$ cat config.mk
export PLATFORM = sky130hd
export DESIGN_NAME = scan_chain_sequencer
export DESIGN_NICKNAME = d
export VERILOG_FILES = /design/src/rtl/scan_chain_sequencer.sv
export SDC_FILE = /design/constraint.sdc
export NUM_CORES = 1
export LEC_CHECK = 0
export BUFFER_PORTS_ARGS = -buffer_cell sky130_fd_sc_hd__buf_4
export CAP_MARGIN = 15
export CORE_ASPECT_RATIO = 0.75
export CORE_MARGIN = 2
export CORE_UTILIZATION = 48
export CTS_CLUSTER_DIAMETER = 40
export CTS_CLUSTER_SIZE = 24
export DETAILED_ROUTE_END_ITERATION = 10
export HOLD_SLACK_MARGIN = 0.03
export PLACE_DENSITY = 0.82
export REMOVE_ABC_BUFFERS = 1
export SETUP_SLACK_MARGIN = 0.4
export SLEW_MARGIN = 20
export SYNTH_ARGS = -nofsm -noshare
export SYNTH_HDL_FRONTEND = slang
export SYNTH_SLANG_ARGS = --single-unit
$ cat constraint.sdc
create_clock -name clk -period 1.65 [get_ports clk]
set_input_delay 0.495 -clock clk [delete_from_list [all_inputs] [get_ports clk]]
set_output_delay 0.495 -clock clk [all_outputs]
set_load 0.02 [all_outputs]
$ cat src/rtl/scan_chain_sequencer.sv
// scan_chain_sequencer: run/step control and byte-wise scan-chain load/readback for a host
module scan_chain_sequencer #(
  parameter int CHAIN_LEN   = 40,
  parameter int STEP_CYCLES = 2
) (
  input  logic       clk,
  input  logic       rst,
  input  logic       cmd_valid,
  output logic       cmd_ready,
  input  logic [1:0] cmd_op,
  input  logic       din_valid,
  output logic       din_ready,
  input  logic [7:0] din_data,
  output logic       dout_valid,
  input  logic       dout_ready,
  output logic [7:0] dout_data,
  output logic       processor_enable,
  output logic       scan_enable,
  output logic       scan_in,
  input  logic       scan_out,
  output logic       busy
);
  localparam int RW = $clog2(CHAIN_LEN + 1);
  localparam int SW = $clog2(STEP_CYCLES + 1);
  typedef enum logic [2:0] {IDLE_HALT, IDLE_RUN, STEP, LOAD, SHIFT, EMIT} state_t;
  state_t r_state, w_next;
  logic [SW-1:0] r_step;
  logic [RW-1:0] r_rem;
  logic [2:0] r_j;
  logic [7:0] r_sh, r_cap;
  logic w_idle, w_cmd, w_last;
  assign w_idle = r_state == IDLE_HALT || r_state == IDLE_RUN;
  assign w_cmd = w_idle && cmd_valid;
  // a byte ends after 8 bits or when the chain runs out, whichever is first
  assign w_last = r_j == 3'd7 || r_rem == RW'(1);
  always_comb begin
    w_next = r_state;
    case (r_state)
      IDLE_HALT, IDLE_RUN:
        if (cmd_valid) w_next = cmd_op == 2'b00 ? IDLE_RUN : cmd_op == 2'b01 ? IDLE_HALT : cmd_op == 2'b10 ? LOAD : STEP;
      STEP:    if (r_step == SW'(1)) w_next = IDLE_HALT;
      LOAD:    if (din_valid) w_next = SHIFT;
      SHIFT:   if (w_last) w_next = EMIT;
      EMIT:    if (dout_ready) w_next = r_rem != '0 ? LOAD : IDLE_HALT;
      default: w_next = IDLE_HALT;
    endcase
  end
  always_ff @(posedge clk)
    if (!rst) r_state <= IDLE_HALT;
    else r_state <= w_next;
  always_ff @(posedge clk)
    if (!rst) begin
      r_step <= '0;
      r_rem  <= '0;
      r_j    <= '0;
      r_sh   <= '0;
      r_cap  <= '0;
    end else begin
      if (w_cmd && cmd_op == 2'b11) r_step <= SW'(STEP_CYCLES);
      if (w_cmd && cmd_op == 2'b10) r_rem <= RW'(CHAIN_LEN);
      if (r_state == STEP) r_step <= r_step - SW'(1);
      if (r_state == LOAD && din_valid) begin
        r_sh <= din_data;
        r_j  <= '0;
      end
      if (r_state == SHIFT) begin
        r_sh       <= r_sh >> 1;
        r_cap[r_j] <= scan_out;
        r_j        <= r_j + 3'd1;
        r_rem      <= r_rem - RW'(1);
      end
      if (r_state == EMIT && dout_ready) r_cap <= '0;
    end
  assign cmd_ready        = w_idle;
  assign busy             = !w_idle;
  assign din_ready        = r_state == LOAD;
  assign dout_valid       = r_state == EMIT;
  assign dout_data        = r_cap;
  assign processor_enable = r_state == IDLE_RUN || r_state == STEP;
  assign scan_enable      = r_state == SHIFT;
  assign scan_in          = r_state == SHIFT && r_sh[0];
endmodule

==> run metrics, run 1 <==
I/O Pins 31; total power draw 0.001817 W; crit path buf inv count 2; hpwl dp 2499 µm; sequential area share after synthesis 38.83%; vias in the first global route 1526; CP top delay family simple AND/OR/NAND/NOR gates; Netlist Area Pre-Place 0.001546 mm²; worst setup margin -0.2200 ns; Slew @ Worst Pin 0.4259 ns; largest area contributor in the netlist dfxtp_1; Reg2Reg Setup Slack -0.14 ns; Crit-path slowest cell or3b_4; Setup Crit Path Kind reg2out; failing checks negative setup slack; Die W 69.54 µm; ranking of synthesized cells by area dfxtp_1 (39%), nand2_1 (7.8%), o211a_1 (5.8%), nand3_1 (5.2%), ha_1 (4.9%); TritonCTS Buffers 5; YS warnings 0; fraction of registers with async set/reset 0%; final core occ 86.36%; Synth Instances 185; run status finished, violations left; setup TNS -1.342 ns; initial core utilization 51.56%; total number of vias 1763; vias per cell 6.079; Cell variety after synth 43; routed wire length 5707 µm; largest net degree at the start of global routing 18; Rows 17; Routed Antenna Nets 0; placed cells 254; worst min-delay path class reg2reg; crit-path max FO 4; CP Data Required Time 1.15 ns; most common cell in the synthesized netlist nand2_1; RSZ-0062 raised after global routing yes; initial antenna violation count 0; clk_skew 0.01523 ns; area grow syn2layout 67.48%; H-tree depth 2; GRT Util Overall 26.99%; Max VDD drop 0.7626 mV; nets@finish 273; Max clock buf depth 2; Iter 0 DRT Violations 178; post-route DRC violation count 0; Leak Pwr 1.229 nW; commonest cells in the netlist nand2_1 (32), dfxtp_1 (30), nand3_1 (16), nor2_1 (15); clock sinks 30; worst-path cell chain or3b_4 -> clkinv_4 -> and2_4 -> buf_6; Port Buffers 30; Avg Synthesized Cell Area 8.359 µm²; die area 0.003696 mm²; Die Y 53.16 µm; total grt overflow 0; Cell Pwr Density 701.4 mW/mm²; Worst Setup End Kind primary output; CTS tree built; Root Driver clkbuf_8; gpl congestion 0.8432; core area 0.002999 mm²; Setup violations, final 20; flops & latches, synth 30; Top FF cell, synth dfxtp_1; period utilization 113.3%; Fmax 0.5348 GHz; first-pass GRT wire length 7396 µm; Post-synth EDFFs 0; Clock Latency Late Sink 0.30 ns; drt pass-1 iters 8; Placement Setup Slack 0.04561 ns; Max Cap Violations 0; Crit path largest cell delay 0.42 ns; wire length per cell 19.68 µm; layout cells sized above 1 53.57%; Antenna Cells 0; CTS Hold Bufs 0; post-route insts no fill 290; Slew HR 71.39%; Startpoint Class register; top cell type's share of synthesized area 38.83%; fin. max-slew vios 0; final hold violations 0; critical path arrival 1.38 ns; Tmin final 1.870 ns; clock slew at the register clock pins of the worst setup and hold paths 0.08 ns
-- metal layers --
layer	up-vias	track usage, %	wire length (µm)	part of all wire [%]
li1	791	-	-	-
met1	836	31.48	2217	39
met2	103	46.15	2741	48
met3	33	8.000	455	8.0
met4	0	13.40	293	5.1
met5	-	0	0	0
-- report_power, final --
part | switching, W | internal, W
logic | 0.000141 | 0.000156
clock network | 0.000316 | 0.000444
registers | 0.0000166 | 0.000742
-- area by class of cell --
class                      instances  area (µm²)
clock buffer                       5       68.82
clock inverter                     3       40.04
fill                             148       409.1
inverter                           8       35.03
multi-input combinational        137        1090
sequential                        30       618.1
tap                               38       47.55
timing repair buffer              69       690.7
-- flip-flops by register name (all words and copies together), names as in the netlist --
register / cells
r_step: 2
r_rem: 6
dout_data: 8
r_sh: 8
r_state: 3
r_j: 3
-- cells by family after synthesis --
group | Yosys count | synth area share [%]
and+or+nand+nor | 92 | 29.77
AOI/OAI and AO/OA | 30 | 15.78
DFF | 30 | 38.84
buffers and inverters | 18 | 5.017
muxes | 7 | 4.612
adders and majority gates | 6 | 4.854
xor gates and xnor gates | 2 | 1.133
-- through the flow --
step,cell area [µm²],hold WS [ns]
floorplan,1504,0.4318
global placement,1872,0.4461
detailed placement,1872,0.4539
CTS,2425,0.4703
global route,2590,0.4847
finish,2590,0.4674
-- final timing paths --
kind | startpoint | endpoint | cells after the start
max | r_state[0]$_SDFFE_PN0P_ | scan_in | 4
min | dout_data[2]$_SDFFE_PP0P_ | dout_data[2]$_SDFFE_PP0P_ | 2
max reg2reg | r_state[0]$_SDFFE_PN0P_ | r_rem[4]$_SDFFE_PN0P_ | 7
min reg2reg | dout_data[2]$_SDFFE_PP0P_ | dout_data[2]$_SDFFE_PP0P_ | 2
-- what timing repair did --
| item | in CTS | in global routing |
|---|---|---|
| buffers inserted | 18 | 8 |
| gates resized for setup | 76 | 19 |
| cloned | 1 | 1 |
| setup endpoints to repair | 44 | 43 |
| pin swaps | 24 | 9 |
-- tightest hold or removal path, delay by kind of cell, from the launching register on --
kind / cells / cell delay [ns]
compound gates: 1 / 0.05
flops: 1 / 0.33
simple gates: 1 / 0.06
-- cell usage in the layout, fill, tap and decap left out, types with 5 or more instances in the layout --
cell type,netlist,routed
buf_4,0,39
nand2_1,32,29
buf_6,0,24
dfxtp_1,30,16
dfxtp_2,0,14
nor2_1,15,12
nand3_2,0,11
o211a_1,9,9
nor2b_1,9,8
mux2i_1,6,6
ha_1,6,6
inv_1,7,5
nand3_1,16,5
clkbuf_8,0,5
Power figures use the tool's default switching activity.
==> run 2, diff against run 1 <==
--- a/config.mk
+++ b/config.mk
@@ -14,9 +14,10 @@
 export CTS_CLUSTER_SIZE = 24
 export DETAILED_ROUTE_END_ITERATION = 10
 export HOLD_SLACK_MARGIN = 0.03
-export PLACE_DENSITY = 0.82
+export PLACE_DENSITY = 0.77
 export REMOVE_ABC_BUFFERS = 1
 export SETUP_SLACK_MARGIN = 0.4
+export SKIP_LAST_GASP = 1
 export SLEW_MARGIN = 20
 export SYNTH_ARGS = -nofsm -noshare
 export SYNTH_HDL_FRONTEND = slang
==> run 2 against run 1 <==
The run still ends with negative setup slack left. Clock power decreased by 18%. Clock skew decreased by 0.0077 ns. First-iteration DRC count decreased by 27%. Design area decreased by 0.43%.
==> run metrics, run 2 (same netlist as run 1, synthesis figures left out) <==
TritonCTS Buffers 5; I/O Pins 31; Crit path depth 4; post-route insts no fill 297; total grt overflow 0; vias in the first global route 1609; Max clock buf depth 2; vias per cell 5.677; hpwl dp 2730 µm; reg2reg end dout_data[6]$_SDFFE_PP0P_; period utilization 112.1%; clk_skew 0.007518 ns; most frequent cells in the layout buf_4 (41), buf_6 (30), nand2_1 (26); GRT Util Overall 25.81%; worst min-delay path class reg2reg; WHS 0.4720 ns; Cell Pwr Density 656.3 mW/mm²; Clock Latency Late Sink 0.29 ns; RSZ-0062 raised after global routing yes; Rows 17; Worst Setup End Kind primary output; total number of vias 1686; fin. max-slew vios 0; crit path from r_state[0]$_SDFFE_PN0P_; Multi-input gate area 0.001051 mm²; Leak Pwr 1.253 nW; Placement Setup Slack 0.01138 ns; Slew @ Worst Pin 0.5470 ns; placed cells 256; initial core utilization 51.56%; Crit-path slowest cell or3b_4; first-pass GRT wire length 7307 µm; Tmin final 1.849 ns; reg2reg start r_state[1]$_SDFFE_PN0P_; setup TNS -1.513 ns; wire length per cell 17.54 µm; CTS Hold Bufs 0; CP Data Required Time 1.15 ns; Die Y 53.16 µm; clock slew at the register clock pins of the worst setup and hold paths 0.07 ns; sequential cell area 615.6 µm²; R2R cell count 10; nets@finish 280; Iter 0 DRT Violations 130; crit-path max FO 4; CP top delay family simple AND/OR/NAND/NOR gates; crit path buf inv count 2; die area 0.003696 mm²; Setup Crit Path Kind reg2out; worst setup margin -0.1991 ns; post-route DRC violation count 0; routed wire length 5210 µm; area grow syn2layout 66.75%; failing checks negative setup slack; H-tree depth 2; Routed Antenna Nets 0; Antenna Cells 0; Max VDD drop 0.5409 mV; CTS tree built; Worst setup endpoint scan_in; clock sinks 30; layout cells sized above 1 52.12%; Crit path largest cell delay 0.41 ns; final hold violations 0; Root Driver clkbuf_8; Port Buffers 30; Fmax 0.5408 GHz; initial antenna violation count 0; total power draw 0.001693 W; Slew HR 63.19%; fillers 150; Startpoint Class register; worst min-delay path startpoint r_sh[7]$_SDFFE_PP0P_; Reg2Reg Setup Slack -0.11 ns; core area 0.002999 mm²; worst-path cell chain or3b_4 -> clkinv_4 -> and2_4 -> buf_6; critical path arrival 1.35 ns; largest net degree at the start of global routing 18; Max Cap Violations 0; drt pass-1 iters 5; commonest non-fill, non-tap cell in the layout buf_4; Setup violations, final 24; run status finished, violations left; gpl congestion 0.9092; Die W 69.54 µm; WHS Path Cells 2
run 2: cell count changes in the layout (fill, tap and decap cells not counted), sizes merged:
cell	before	now
buf	68	76
clkbuf	6	7
clkinv	3	2
bufinv	1	0
run 2: worst reg2reg max path, delay by kind of cell (launching register included):
| kind | cells | cell delay (ns) |
|---|---|---|
| flip-flops | 1 | 0.32 |
| multiplexers | 1 | 0.17 |
| AND/OR/NAND/NOR | 3 | 0.40 |
| buffers and inverters | 6 | 0.76 |
run 2: area by class of cell:
class	instances	area share (%)
Timing Repair Buffer	76	28.53
Tap cell	38	1.844
Inverter	8	1.456
Clock buffer	7	3.348
Multi-Input combinational cell	137	40.76
Sequential cell	30	23.87
Clock inverter	1	0.1941
run 2: power by group:
group          switching [W]  leakage (nW)  internal, W
clock               0.000289        0.0482     0.000336
sequential         0.0000138         0.248     0.000742
combinational       0.000141         0.956     0.000170
total               0.000444          1.25      0.00125
run 2: what timing repair did:
action                                  in CTS  in global routing
gates cloned                                 0                  0
resized for setup                           63                 33
pin swaps                                   17                 18
buffers inserted                            17                 16
endpoints found under the hold margin        0                  0
endpoints found under the setup margin      44                 39
run 2: per-stage QoR:
stage / area [µm²] / utilization [%]
after floorplan: 1504 / -
after global placement: 1887 / 62.91
after detailed placement: 1887 / 62.91
after CTS: 2341 / 78.06
after global routing: 2579 / 85.98
final: 2579 / 85.98
run 2: worst min path at each step:
stage,end
after floorplan,r_sh[7]$_SDFFE_PP0P_
after global placement,dout_data[4]$_SDFFE_PP0P_
after detailed placement,r_sh[7]$_SDFFE_PP0P_
after CTS,r_sh[7]$_SDFFE_PP0P_
after global routing,r_sh[7]$_SDFFE_PP0P_
final,r_sh[7]$_SDFFE_PP0P_
run 2: layer usage:
layer / wire length (µm) / global-route usage [%] / vias up / part of all wire [%]
li1: - / - / 797 / -
met1: 2136 / 31.48 / 799 / 41
met2: 2587 / 43.27 / 71 / 50
met3: 325 / 6.095 / 19 / 6.2
met4: 161 / 13.40 / 0 / 3.1
met5: 0 / 0 / - / 0
